[src/rtl/alu_ctrl_pkg.sv]
// Shared types and constants for the EX-stage ALU decoder and the iterative
// multiply/divide unit.
package alu_ctrl_pkg;

   typedef enum logic [1:0] {
      LDST   = 2'b00,
      BRANCH = 2'b01,
      ALU    = 2'b10,
      JUMP   = 2'b11
   } aluop_e;

   localparam logic [3:0] OP_AND = 4'b0000;
   localparam logic [3:0] OP_OR  = 4'b0001;
   localparam logic [3:0] OP_ADD = 4'b0010;
   localparam logic [3:0] OP_XOR = 4'b0011;
   localparam logic [3:0] OP_SLL = 4'b0100;
   localparam logic [3:0] OP_SRL = 4'b0101;
   localparam logic [3:0] OP_SUB = 4'b0110;
   localparam logic [3:0] OP_SRA = 4'b0111;
   localparam logic [3:0] OP_BEQ = 4'b1000;
   localparam logic [3:0] OP_BGE = 4'b1001;
   localparam logic [3:0] OP_BNE = 4'b1010;
   localparam logic [3:0] OP_SLT = 4'b1100;

   typedef enum logic [2:0] {
      MUL    = 3'b000,
      MULH   = 3'b001,
      MULHSU = 3'b010,
      MULHU  = 3'b011,
      DIV    = 3'b100,
      DIVU   = 3'b101,
      REM    = 3'b110,
      REMU   = 3'b111
   } md_funct3_e;

   localparam logic [6:0] FUNCT7_MEXT = 7'b0000001;

   typedef enum logic [1:0] {
      IDLE,
      CALC,
      DONE
   } mdu_state_e;

endpackage

[src/rtl/alu_ctrl_mdu_if.sv]
// EX-stage bundle between the pipeline (master) and the ALU control / MDU
// block (slave).
interface alu_ctrl_mdu_if #(
   parameter int XLEN = 32,
   parameter int OP_W = 4
);

   logic            valid_i;
   logic [1:0]      ALUOp;
   logic [6:0]      Funct7;
   logic [2:0]      Funct3;
   logic            is_rtype_i;
   logic [XLEN-1:0] rs1_i;
   logic [XLEN-1:0] rs2_i;
   logic            ex_ready_i;
   logic            flush_i;
   logic [OP_W-1:0] Operation;
   logic            md_sel;
   logic [XLEN-1:0] md_result;
   logic            stall_o;

   modport master (
      output valid_i, ALUOp, Funct7, Funct3, is_rtype_i, rs1_i, rs2_i,
             ex_ready_i, flush_i,
      input  Operation, md_sel, md_result, stall_o
   );

   modport slave (
      input  valid_i, ALUOp, Funct7, Funct3, is_rtype_i, rs1_i, rs2_i,
             ex_ready_i, flush_i,
      output Operation, md_sel, md_result, stall_o
   );

endinterface

[src/rtl/mdu_iter.sv]
// Iterative RV32M/RV64M multiply/divide unit: FSM, step counter and the shared
// shift-add / restoring-subtract datapath. MDU_FAST_MUL_EN makes MUL* single-cycle.
module mdu_iter
   import alu_ctrl_pkg::*;
#(
   parameter int XLEN = 32
) (
   input  logic            clk,
   input  logic            reset_n,
   input  logic            start,
   input  logic            flush,
   input  logic            ex_ready,
   input  logic [2:0]      funct3,
   input  logic [XLEN-1:0] rs1,
   input  logic [XLEN-1:0] rs2,
   output mdu_state_e      state,
   output logic [XLEN-1:0] result
);

   localparam int CW = $clog2(XLEN);
   localparam logic [CW-1:0] CNT_INIT = CW'(XLEN - 1);
   localparam logic [XLEN-1:0] SMIN = {1'b1, {(XLEN-1){1'b0}}};

   mdu_state_e        state_n;
   logic [CW-1:0]     count, count_n;
   logic [2*XLEN-1:0] acc, acc_n;
   logic [XLEN-1:0]   opnd, opnd_n, result_n;
   logic [2:0]        f3_q, f3_n;
   logic              neg_lo, neg_lo_n, neg_hi, neg_hi_n;

   logic              is_div, a_signed, b_signed, rs1_neg, rs2_neg;
   logic              div_zero, div_ovf;
   logic [XLEN-1:0]   mag1, mag2;

   logic [XLEN:0]     mul_sum, div_shift, div_diff;
   logic [2*XLEN-1:0] step, fin;
   logic [XLEN-1:0]   calc_res;

   assign is_div   = funct3[2];
   assign a_signed = is_div ? ~funct3[0] : (funct3[1:0] != 2'b11);
   assign b_signed = is_div ? ~funct3[0] : ~funct3[1];
   assign rs1_neg  = a_signed & rs1[XLEN-1];
   assign rs2_neg  = b_signed & rs2[XLEN-1];
   assign mag1     = rs1_neg ? -rs1 : rs1;
   assign mag2     = rs2_neg ? -rs2 : rs2;
   assign div_zero = is_div & (rs2 == '0);
   assign div_ovf  = is_div & ~funct3[0] & (rs1 == SMIN) & (rs2 == '1);

`ifdef MDU_FAST_MUL_EN
   logic [2*XLEN-1:0] fast_prod;
   assign fast_prod = {{XLEN{rs1_neg}}, rs1} * {{XLEN{rs2_neg}}, rs2};
`endif

   // acc holds {partial product} for MUL* and {remainder, quotient} for DIV*;
   // the final step folds in the sign fix-up before the result is captured.
   always_comb begin
      mul_sum   = {1'b0, acc[2*XLEN-1:XLEN]} + {1'b0, (acc[0] ? opnd : {XLEN{1'b0}})};
      div_shift = {acc[2*XLEN-1:XLEN], acc[XLEN-1]};
      div_diff  = div_shift - {1'b0, opnd};
      if (f3_q[2]) begin
         step = {(div_diff[XLEN] ? div_shift[XLEN-1:0] : div_diff[XLEN-1:0]),
                 acc[XLEN-2:0], ~div_diff[XLEN]};
         fin  = {(neg_hi ? -step[2*XLEN-1:XLEN] : step[2*XLEN-1:XLEN]),
                 (neg_lo ? -step[XLEN-1:0] : step[XLEN-1:0])};
      end else begin
         step = {mul_sum, acc[XLEN-1:1]};
         fin  = neg_lo ? -step : step;
      end
      case (md_funct3_e'(f3_q))
         MUL, DIV, DIVU: calc_res = fin[XLEN-1:0];
         default:        calc_res = fin[2*XLEN-1:XLEN];
      endcase
   end

   // Next-state logic; flush abandons whatever is in flight.
   always_comb begin
      state_n  = state;
      count_n  = count;
      acc_n    = acc;
      opnd_n   = opnd;
      f3_n     = f3_q;
      neg_lo_n = neg_lo;
      neg_hi_n = neg_hi;
      result_n = result;
      if (flush) begin
         state_n = IDLE;
      end else begin
         case (state)
            IDLE: begin
               if (start) begin
                  f3_n     = funct3;
                  neg_lo_n = rs1_neg ^ rs2_neg;
                  neg_hi_n = is_div ? rs1_neg : (rs1_neg ^ rs2_neg);
                  if (div_zero) begin
                     result_n = funct3[1] ? rs1 : {XLEN{1'b1}};
                     state_n  = DONE;
                  end else if (div_ovf) begin
                     result_n = funct3[1] ? {XLEN{1'b0}} : rs1;
                     state_n  = DONE;
                  end
`ifdef MDU_FAST_MUL_EN
                  else if (!is_div) begin
                     result_n = (funct3 == 3'b000) ? fast_prod[XLEN-1:0]
                                                   : fast_prod[2*XLEN-1:XLEN];
                     state_n  = DONE;
                  end
`endif
                  else begin
                     acc_n   = is_div ? {{XLEN{1'b0}}, mag1} : {{XLEN{1'b0}}, mag2};
                     opnd_n  = is_div ? mag2 : mag1;
                     count_n = CNT_INIT;
                     state_n = CALC;
                  end
               end
            end
            CALC: begin
               acc_n = step;
               if (count == '0) begin
                  result_n = calc_res;
                  state_n  = DONE;
               end else begin
                  count_n = count - 1'b1;
               end
            end
            DONE: begin
               if (ex_ready) state_n = IDLE;
            end
            default: state_n = IDLE;
         endcase
      end
   end

   always_ff @(posedge clk or negedge reset_n) begin
      if (!reset_n) begin
         state  <= IDLE;
         count  <= '0;
         acc    <= '0;
         opnd   <= '0;
         f3_q   <= '0;
         neg_lo <= 1'b0;
         neg_hi <= 1'b0;
         result <= '0;
      end else begin
         state  <= state_n;
         count  <= count_n;
         acc    <= acc_n;
         opnd   <= opnd_n;
         f3_q   <= f3_n;
         neg_lo <= neg_lo_n;
         neg_hi <= neg_hi_n;
         result <= result_n;
      end
   end

endmodule

[src/rtl/alu_ctrl_mdu.sv]
// EX-stage ALU operation decoder with RV32M/RV64M multiply/divide support.
// Define MDU_FAST_MUL_EN for a single-cycle combinational multiplier.
module alu_ctrl_mdu
   import alu_ctrl_pkg::*;
#(
   parameter int XLEN = 32,
   parameter int OP_W = 4
) (
   input logic           clk,
   input logic           reset_n,
   alu_ctrl_mdu_if.slave bus
);

   logic            m_op;
   logic [3:0]      op4;
   mdu_state_e      md_state;
   logic [XLEN-1:0] md_res;

   assign m_op = bus.valid_i & (bus.ALUOp == ALU) & bus.is_rtype_i &
                 (bus.Funct7 == FUNCT7_MEXT);

   // Only Funct7[5] matters here; SUB additionally needs an R-type so ADDI
   // with imm[10] set still adds.
   always_comb begin
      op4 = OP_ADD;
      if (!m_op) begin
         case (aluop_e'(bus.ALUOp))
            LDST: op4 = OP_ADD;
            BRANCH: begin
               case (bus.Funct3)
                  3'b000:         op4 = OP_BEQ;
                  3'b001:         op4 = OP_BNE;
                  3'b100, 3'b110: op4 = OP_SLT;
                  3'b101, 3'b111: op4 = OP_BGE;
                  default:        op4 = OP_BEQ;
               endcase
            end
            ALU: begin
               case (bus.Funct3)
                  3'b000:  op4 = (bus.is_rtype_i & bus.Funct7[5]) ? OP_SUB : OP_ADD;
                  3'b001:  op4 = OP_SLL;
                  3'b010:  op4 = OP_SLT;
                  3'b011:  op4 = OP_SLT;
                  3'b100:  op4 = OP_XOR;
                  3'b101:  op4 = bus.Funct7[5] ? OP_SRA : OP_SRL;
                  3'b110:  op4 = OP_OR;
                  default: op4 = OP_AND;
               endcase
            end
            JUMP:    op4 = OP_AND;
            default: op4 = OP_ADD;
         endcase
      end
   end

   mdu_iter #(.XLEN(XLEN)) u_mdu (
      .clk      (clk),
      .reset_n  (reset_n),
      .start    (m_op),
      .flush    (bus.flush_i),
      .ex_ready (bus.ex_ready_i),
      .funct3   (bus.Funct3),
      .rs1      (bus.rs1_i),
      .rs2      (bus.rs2_i),
      .state    (md_state),
      .result   (md_res)
   );

   assign bus.Operation = OP_W'(op4);
   assign bus.stall_o   = ~bus.flush_i & (((md_state == IDLE) & m_op) | (md_state == CALC));
   assign bus.md_sel    = ~bus.flush_i & (md_state == DONE);
   assign bus.md_result = md_res;

endmodule

[src/flat_wrapper.sv]
// flat-port wrapper written by rule: the top's interface ports become plain ports
module alu_ctrl_mdu_flat import alu_ctrl_pkg::*;
#(
   parameter int XLEN = 32,
   parameter int OP_W = 4
)
  (clk, reset_n, bus_valid_i, bus_ALUOp, bus_Funct7, bus_Funct3, bus_is_rtype_i, bus_rs1_i, bus_rs2_i, bus_ex_ready_i, bus_flush_i, bus_Operation, bus_md_sel, bus_md_result, bus_stall_o);
  alu_ctrl_mdu_if #(.XLEN(XLEN), .OP_W(OP_W)) bus_i ();
  input logic clk;
  input logic reset_n;
  input wire logic [$bits(bus_i.valid_i)-1:0] bus_valid_i;
  input wire logic [$bits(bus_i.ALUOp)-1:0] bus_ALUOp;
  input wire logic [$bits(bus_i.Funct7)-1:0] bus_Funct7;
  input wire logic [$bits(bus_i.Funct3)-1:0] bus_Funct3;
  input wire logic [$bits(bus_i.is_rtype_i)-1:0] bus_is_rtype_i;
  input wire logic [$bits(bus_i.rs1_i)-1:0] bus_rs1_i;
  input wire logic [$bits(bus_i.rs2_i)-1:0] bus_rs2_i;
  input wire logic [$bits(bus_i.ex_ready_i)-1:0] bus_ex_ready_i;
  input wire logic [$bits(bus_i.flush_i)-1:0] bus_flush_i;
  output wire logic [$bits(bus_i.Operation)-1:0] bus_Operation;
  output wire logic [$bits(bus_i.md_sel)-1:0] bus_md_sel;
  output wire logic [$bits(bus_i.md_result)-1:0] bus_md_result;
  output wire logic [$bits(bus_i.stall_o)-1:0] bus_stall_o;
  assign bus_i.valid_i = bus_valid_i;
  assign bus_i.ALUOp = bus_ALUOp;
  assign bus_i.Funct7 = bus_Funct7;
  assign bus_i.Funct3 = bus_Funct3;
  assign bus_i.is_rtype_i = bus_is_rtype_i;
  assign bus_i.rs1_i = bus_rs1_i;
  assign bus_i.rs2_i = bus_rs2_i;
  assign bus_i.ex_ready_i = bus_ex_ready_i;
  assign bus_i.flush_i = bus_flush_i;
  assign bus_Operation = bus_i.Operation;
  assign bus_md_sel = bus_i.md_sel;
  assign bus_md_result = bus_i.md_result;
  assign bus_stall_o = bus_i.stall_o;
  alu_ctrl_mdu #(.XLEN(XLEN), .OP_W(OP_W)) u_core (.clk(clk), .reset_n(reset_n), .bus(bus_i));
endmodule
[config.mk]
export PLATFORM = sky130hd
export DESIGN_NAME = alu_ctrl_mdu_flat
export DESIGN_NICKNAME = d
export VERILOG_FILES = /design/src/rtl/alu_ctrl_pkg.sv /design/src/rtl/alu_ctrl_mdu_if.sv /design/src/rtl/mdu_iter.sv /design/src/rtl/alu_ctrl_mdu.sv /design/src/flat_wrapper.sv
export SDC_FILE = /design/constraint.sdc
export NUM_CORES = 1
export LEC_CHECK = 0
export BUFFER_PORTS_ARGS = -buffer_cell sky130_fd_sc_hd__buf_2
export CAP_MARGIN = 20
export CORE_MARGIN = 1.5
export CORE_UTILIZATION = 30
export CTS_BUF_LIST = sky130_fd_sc_hd__clkbuf_8
export CTS_CLUSTER_DIAMETER = 50
export DETAILED_ROUTE_END_ITERATION = 8
export SYNTH_ARGS = -nofsm -noshare
export SYNTH_HDL_FRONTEND = slang
export SYNTH_SLANG_ARGS = --single-unit
export TNS_END_PERCENT = 50
[constraint.sdc]
create_clock -name clk -period 4.9 [get_ports clk]
set_input_delay 0.245 -clock clk [delete_from_list [all_inputs] [get_ports clk]]
set_output_delay 0.245 -clock clk [all_outputs]
set_load 0.02 [all_outputs]
== After elaboration in Yosys (flattened, before gate mapping) ==
Cells that the tools add are included.
W data, S select, Z words.

* Add/subtract/negate cells: 8
* Eq/ne operators: 27
* Multiplexer cells: 44
* Bitwise operators: 21
* Reductions and logical operators: 17

{| class="wikitable"
|+ Operators with widths
! cell !! count
|-
| $mux W32 || 15
|-
| $mux W64 || 6
|-
| $neg A32 Y32 || 4
|-
| $pmux W64 S2 || 1
|-
| $eq A32 B32 Y1 const B || 2
|-
| $neg A64 Y64 || 1
|-
| $pmux W32 S2 || 1
|-
| $add A32 B32 Y33 || 1
|-
| $sub A33 B32 Y33 || 1
|-
| $logic_not A32 Y1 || 1
|-
| $pmux W4 S6 || 1
|-
| $mux W5 || 4
|-
| $eq A3 B3 Y1 const B || 6
|-
| $pmux W4 S4 || 1
|-
| $reduce_and A5 Y1 || 3
|-
| $mux W2 || 7
|-
| $and A1 B1 Y1 || 13
|-
| $ne A2 B2 Y1 const B || 5
|-
| $pmux W5 S2 || 1
|-
| $ne A3 B3 Y1 const B || 3
|-
| $pmux W3 S3 || 1
|-
| $eq A7 B1 Y1 const B || 1
|-
| $eq A2 B2 Y1 const B || 3
|-
| $eq A3 B2 Y1 const B || 2
|-
| 20 further kinds || 33
|}

* Register bits after elaboration: 140
* Input port bits: 82
* Output and inout port bits: 38
* Logic and storage cells: 125

== Depth between registers and ports, before layout ==
Gate-level depths: netlist of run 1.

* Depth in word-level cells: 9
* Gate-level depth with buffers: 29
* Depth with buffers taken out: 24

== Modules after synthesis ==
A second synthesis of run 1 with hierarchy kept.

* Cells, all modules: 2,390
* Area total of the unflattened synthesis: 17,259.1 um^2

{| class="wikitable"
|+ By module, submodules not included
! module !! times used !! cells an instance !! area an instance (um^2)
|-
| mdu_iter || 1 || 2,363 || 17,077.6
|-
| alu_ctrl_mdu || 1 || 27 || 181.4
|}

== Least setup slack after synthesis of run 1 ==
Ideal clock, no wire load.

* Path type: register to register
* From: reg u_core.u_mdu.acc[31]
* To: reg u_core.u_mdu.result[30]
* Setup time: 0.083 ns
* Data arrival time: 5.376 ns
* Path slack: -0.559 ns
* Stages on the path, launching flop included: 29
* Path buffers: 4
* Path through: dfrtp_1 -> clkbuf_1 -> inv_1 -> ha_1 -> inv_1 -> fa_1 -> a211oi_1 -> o211ai_1 -> nand4_1 -> a21oi_1 -> o221ai_2 -> nor2_2 -> inv_1 -> buf_2 -> buf_1 -> buf_2 -> nor2_1 -> a21oi_1 -> ha_1 -> inv_1 -> or4_1 -> inv_1 -> o2111ai_1 -> o41ai_1 -> nand2_1 -> o41ai_1 -> xnor2_1 -> nor2_1 -> o21ai_0

* Longest elaborated chain between the ends: 8

{| class="wikitable"
|+ Ends and longest elaborated chain
! element !! RTL line !! RTL
|-
| start, declared || mdu_iter.sv:26 || <nowiki>logic [2*XLEN-1:0] acc, acc_n;</nowiki>
|-
| start signal, assigned || mdu_iter.sv:146 || <nowiki>acc <= acc_n;</nowiki>
|-
| $sub A33 B32 Y33 || mdu_iter.sv:59 || <nowiki>div_diff = div_shift - {1'b0, opnd};</nowiki>
|-
| $mux W32 or $not A1 Y1 (tied branches) || mdu_iter.sv:61, mdu_iter.sv:62 ||
|-
| $neg A32 Y32, on equally long branches || mdu_iter.sv:63, mdu_iter.sv:64 ||
|-
| $mux W32, on equally long branches || mdu_iter.sv:63, mdu_iter.sv:64 ||
|-
| $mux W64 (*) || mdu_iter.sv:60 || <nowiki>if (f3_q[2]) begin</nowiki>
|-
| $mux W32 (*) || mdu_iter.sv:69 || <nowiki>case (md_funct3_e'(f3_q))</nowiki>
|-
| $mux W32 (*) || mdu_iter.sv:118 || <nowiki>if (count == '0) begin</nowiki>
|-
| $pmux W32 S2 (*) || mdu_iter.sv:88 || <nowiki>case (state)</nowiki>
|-
| end signal, assigned || mdu_iter.sv:151 || <nowiki>result <= result_n;</nowiki>
|-
| end, declared || mdu_iter.sv:17 || <nowiki>output logic [XLEN-1:0] result</nowiki>
|}

Every way passes the cells marked *; elsewhere a longest branch is shown, timed or not. The select of a mux whose other input is x is not followed.
A chain may end at the register's enable or synchronous reset.

== Final worst setup path of run 1 ==
* From: reg u_core.u_mdu.acc[31]
* To: reg u_core.u_mdu.result[28]

The elaborated chain is that of the path after synthesis.

==> impl_metrics.ini, run 1 <==
[timing]
finalCritPeriodShare_pct = 97.0
worst_slew_pin_slew_ns = 1.12
setup_violations = 0
worst_hold_slack_ns = 0.119
skew_ns = 0.0167
worst_slack_ns = 0.148
drv_slew = 0
period_minus_slack_ns = 4.75
hold_viol = 0
max_slew_margin_pct = 24.9
fmax_mhz = 210

[critical_path]
cp_max_fo = 7
crit_arrival_ns = 5.19
critPathKind = reg -> reg
cp-end-kind = flop
crit_path_frequent_cell = inv_1
crit_buf_inv = 5
cp.required_ns = 5.34
critical_path.top_delay_family = simple AND/OR/NAND/NOR gates
start_kind = flop
crit_chain = inv_1 > ha_1 > inv_1 > fa_2 > a211oi_2 > o211ai_1 > nand4_1 > a21oi_2 > o221ai_2 > nor2_4 > clkinv_4 > mux2i_4 > ha_4 > inv_1 > or4_1 > inv_2 > o2111ai_2 > o41ai_2 > nand2_1 > nor3b_2 > mux2i_1 > mux2_2 > o21ai_1
cp_slowest_cell = or4_1
max_stage_delay_ns = 0.54

[placement]
gp_congestion = 0.972
io_buffers = 119
dp_slack_ns = 0.0539
place_hpwl_mm = 55.2

[floorplanning]
start_util_pct = 30.4
num_rows = 88
fp.dieH_um = 245
io_pins = 120
die_area_um2 = 59900
core_area_um2 = 57700
die-width_um = 245

[final_layout]
final_common_cell = nand2_1
drive_gt1_share_pct = 13.9
final_cell_mix = nand2_1 (300), nor2_1 (298), a21oi_1 (242)
fin_nets = 2698
n_fill_cell = 6280
areaGrowthSynthToFinish_pct = 12.5

[hold_path]
hp-class = in -> reg

[yosys]
synth_top_flop_cell = dfrtp_1
synth.distinct_cells = 89
syn-cell-area_um2 = 17500
seq_area_frac_synth_pct = 20.0
ys_warn_count = 0
avgSynthCellArea_um2 = 7.09
synth_cells = 2470
synth_edf_count = 0
synthesis.nets = 2626
ys_ff_latch = 140
async_flop_share_pct = 100

[power]
leakagePower_nw = 8.16
powerDensity_nw_per_um2 = 144
finalPower_w = 0.00285
ir_worst_vdd_v = 0.000160

[route]
wire_per_inst_um = 21.0
route.vias.total = 18800
remaining_drc_errors = 0
drt_iter0_drc = 2042
first_pass_iters = 6
ant_nets = 0
vias_per_cell = 5.68
drt-total-wl_mm = 69.7

[clocking]
htreeDepth = 4
numCtsBuffers = 17
clk_pin_slew_worst_paths_ns = 0.09
clk_latency_ns = 0.51
cts.root.buffer_cell = clkbuf_8
numClockSinks = 140
cts_tree = yes
cts_max_path_buffers = 2

[grt]
grt_pass1_wl_mm = 106
grt_pass1_vias = 17100
antenna_found_initial = 2
overflow = 0
grt_max_degree = 105
grtUsageTotal_pct = 22.8

[run]
drv_cap = 0

[outcome]
status = complete, no violations
state kept, by name, summed over array words and instances (netlist names):
name,flops
u_core.u_mdu.neg_hi,1
u_core.u_mdu.result,32
u_core.u_mdu.state,2
u_core.u_mdu.opnd,32
u_core.u_mdu.count,5
u_core.u_mdu.neg_lo,1
u_core.u_mdu.acc,64
u_core.u_mdu.f3_q,3
worst paths after layout:
| check | endpoint | slack [ns] | from | depth (start not counted) |
|---|---|---|---|---|
| max | u_core.u_mdu.result[28] | 0.15 | u_core.u_mdu.acc[31] | 23 |
| min | u_core.u_mdu.state[1] | 0.12 | bus_flush_i | 3 |
| max reg2reg | u_core.u_mdu.result[28] | 0.15 | u_core.u_mdu.acc[31] | 23 |
| min reg2reg | u_core.u_mdu.opnd[25] | 0.48 | u_core.u_mdu.opnd[25] | 1 |
| max in group asynchronous | u_core.u_mdu.result[26] | 3.59 | reset_n | 3 |
| min in group asynchronous | u_core.u_mdu.neg_lo | 0.21 | reset_n | 2 |
kinds of logic after synthesis:
group                      after synthesis  share of synthesized area (%)
and+or+nand+nor                        894                           23.7
AOI/OAI and AO/OA                      779                           27.5
buffers and inverters                  252                           5.63
xor gates and xnor gates               216                           10.8
DFF                                    140                           20.0
muxes                                  115                           7.02
adders and majority gates               74                           5.37
Yosys cell counts (all sizes together), types with 21 or more instances:
| cell type | n | area (um2) |
|---|---|---|
| a211oi | 42 | 325 |
| ha | 72 | 901 |
| xor2 | 96 | 841 |
| nand2 | 301 | 1130 |
| inv | 75 | 282 |
| nor2 | 299 | 1120 |
| buf | 42 | 198 |
| xnor2 | 120 | 1050 |
| o31ai | 36 | 284 |
| nand4 | 22 | 138 |
| or3 | 30 | 193 |
| nor4 | 21 | 131 |
| a31oi | 25 | 156 |
| nand3 | 36 | 180 |
| o211ai | 21 | 158 |
| clkbuf | 134 | 503 |
| nor3 | 64 | 335 |
| a21oi | 246 | 1240 |
| mux2i | 88 | 881 |
| mux2 | 23 | 259 |
| dfrtp | 140 | 3500 |
| o21ai | 236 | 1180 |
tightest hold or removal path, stage by stage:
cell and delay [ns]:
buf_2 0.12, nor3b_1 0.06, a21o_1 0.17
stage by stage:
stage	utilization, %	cells	area [um2]	setup TNS, ns
CTS	33.9	3310	19600	0
global route	34.2	3318	19700	-0.0362
global placement	33.3	3278	19200	0
floorplan	-	2470	17600	-0.00199
finish	34.2	3319	19700	0
detailed placement	33.3	3278	19200	0
final cells by class:
| type | instances | area, um2 | area share [%] |
|---|---|---|---|
| Timing Repair Buffer | 229 | 1460 | 7.41 |
| Antenna cell | 1 | 2.50 | 0.0127 |
| Multi-Input combinational cell | 2078 | 13200 | 66.8 |
| Clock buffer | 17 | 234 | 1.19 |
| Tap cell | 765 | 957 | 4.86 |
| Clock inverter | 13 | 97.6 | 0.495 |
| Inverter | 76 | 290 | 1.47 |
| Sequential cell | 140 | 3510 | 17.8 |
report_power, final:
part | leakage, nW | total [W] | internal, W | switching (W)
registers | 1.89 | 0.00118 | 0.00116 | 0.0000170
clock network | 0.160 | 0.000897 | 0.000346 | 0.000550
logic | 6.11 | 0.000768 | 0.000272 | 0.000496
total | 8.16 | 0.00285 | 0.00178 | 0.00106
routing by layer:
layer	up-vias	wire length [um]	track usage (%)
met5	-	0	0
met4	0	1970	6.86
li1	9019	-	-
met2	814	30400	34.4
met1	8915	31600	32.7
met3	95	5780	4.22
repair_timing:
action / CTS / global route
hold buffers: 2 / 0
setup buffers: 0 / 8
endpoints found under the hold margin: 42 / 0
setup endpoints to repair: 0 / 14
gates resized for setup: 0 / 15
Power figures use the tool's default switching activity.
==> run 2: changes to the inputs <==
Settings changed: CORE_ASPECT_RATIO set to 1.25, CORE_MARGIN 1.5 to not set, SETUP_SLACK_MARGIN set to 0.4.
==> run 2 against run 1 <==
Sequential share of layout area fell by 0.34 points. Sequential power barely moved. Power rose by 3.9%. Worst hold slack got worse by 0.0038 ns. Critical endpoint is now u_core.u_mdu.result[31].
==> impl_metrics.ini, run 2 (same netlist as run 1, synthesis figures left out) <==
[outcome]
status = complete, no violations

[route]
wire_per_inst_um = 20.5
drt_iter0_drc = 1576
vias_per_cell = 5.65
route.vias.total = 18700
remaining_drc_errors = 0
drt-total-wl_mm = 68.1
ant_nets = 0
first_pass_iters = 6

[clocking]
clk_pin_slew_worst_paths_ns = 0.09
cts.root.buffer_cell = clkbuf_8
cts_tree = yes
cts_max_path_buffers = 2
numCtsBuffers = 17
clk_latency_ns = 0.51
htreeDepth = 4
numClockSinks = 140

[timing]
worst_slew_pin_slew_ns = 1.09
hold_viol = 0
finalCritPeriodShare_pct = 93.6
drv_slew = 0
max_slew_margin_pct = 27.1
rsz0062_at_grt = yes
period_minus_slack_ns = 4.59
setup_tns_ns = 0
setup_violations = 0
fmax_mhz = 218
skew_ns = 0.0168

[critical_path]
cp_max_fo = 4
start_kind = flop
critPathKind = reg -> reg
cp.required_ns = 5.34
cp-end-kind = flop
crit_arrival_ns = 5.03

[grt]
grt_max_degree = 92
grt_pass1_vias = 17500
antenna_found_initial = 0
grt_pass1_wl_mm = 103
overflow = 0
grtUsageTotal_pct = 22.6

[final_layout]
final_common_cell = nand2_1
design_area_um2 = 20100
top_register = u_core.u_mdu.acc
largest_reg_flops = 64
areaGrowthSynthToFinish_pct = 14.7
final_cell_mix = nand2_1 (299), nor2_1 (296), a21oi_1 (239)
final_core_util_pct = 35.0
drive_gt1_share_pct = 15.7
stdcell_count = 3319
reg_top3 = u_core.u_mdu.acc (64), u_core.u_mdu.opnd (32), u_core.u_mdu.result (32)
fin_nets = 2712

[floorplanning]
die-width_um = 218
num_rows = 98
fp.dieH_um = 272
io_pins = 120
die_area_um2 = 59400
core_area_um2 = 57500
start_util_pct = 30.5

[placement]
postPlaceCellArea_um2 = 19300
io_buffers = 119
dp.cells = 3271
place_hpwl_mm = 54.0
gp_congestion = 0.989

[power]
powerDensity_nw_per_um2 = 147
leakagePower_nw = 8.31
finalPower_w = 0.00296
ir_worst_vdd_v = 0.000174

[hold_path]
hp-class = in -> reg

[run]
drv_cap = 0
run 2: power by group:
part / leakage (nW) / switching (W) / total, W / internal, W
Sequential: 1.89 / 0.0000173 / 0.00118 / 0.00116
Combinational: 6.23 / 0.000469 / 0.000747 / 0.000278
Clock: 0.192 / 0.000529 / 0.00103 / 0.000500
Total: 8.31 / 0.00101 / 0.00296 / 0.00194
run 2: metrics by stage:
stage	worst slack (ns)	hold slack (ns)
5_1_grt	0.181	0.123
4_1_cts	0.405	0.0930
3_3_place_gp	0.135	0.215
3_5_place_dp	0.105	0.209
2_1_floorplan	0.327	-0.0506
6_report	0.311	0.115
run 2: final cells by class:
class / instances / area, um2
sequential: 140 / 3510
antenna: 1 / 2.50
multi-input combinational: 2078 / 13400
fill: 6104 / 37400
clock buffer: 17 / 234
tap: 750 / 938
clock inverter: 14 / 171
timing repair buffer: 243 / 1580
inverter: 76 / 295
run 2: worst paths after layout:
check | slack (ns) | to | depth (start not counted) | start
min in group asynchronous | 0.23 | u_core.u_mdu.opnd[29] | 2 | reset_n
worst max register to register | 0.31 | u_core.u_mdu.result[31] | 15 | u_core.u_mdu.acc[0]
worst min-delay path | 0.11 | u_core.u_mdu.state[1] | 3 | bus_flush_i
worst min register to register | 0.48 | u_core.u_mdu.result[0] | 2 | u_core.u_mdu.result[0]
worst max-delay path | 0.31 | u_core.u_mdu.result[31] | 15 | u_core.u_mdu.acc[0]
max in group asynchronous | 3.50 | u_core.u_mdu.acc[32] | 3 | reset_n
run 2: layer usage:
layer	vias up	share of wire (%)	global-route usage, %
met1	8855	43	29.1
li1	9060	-	-
met3	125	5.7	2.43
met2	704	47	37.5
met4	0	4.4	10.6
met5	-	0	0
run 2: critical path, stage by stage (launching register included):
cell	delay [ns]
dfrtp_1	0.43
and2_4	0.18
ha_4	0.15
fa_2	0.38
a211oi_4	0.34
nor4b_4	0.10
a311oi_4	0.36
nor4b_4	0.30
nand4_1	0.20
or3b_4	0.47
or4_4	0.59
or3_4	0.43
o31ai_4	0.19
xnor2_1	0.15
nand2_1	0.10
a21oi_2	0.16
run 2: what timing repair did:
action	in CTS	in global routing
resized for setup	24	32
setup buffers	4	10
endpoints found under the setup margin	11	16
pin swaps	11	29
hold endpoints to repair	44	0
hold buffers	2	0
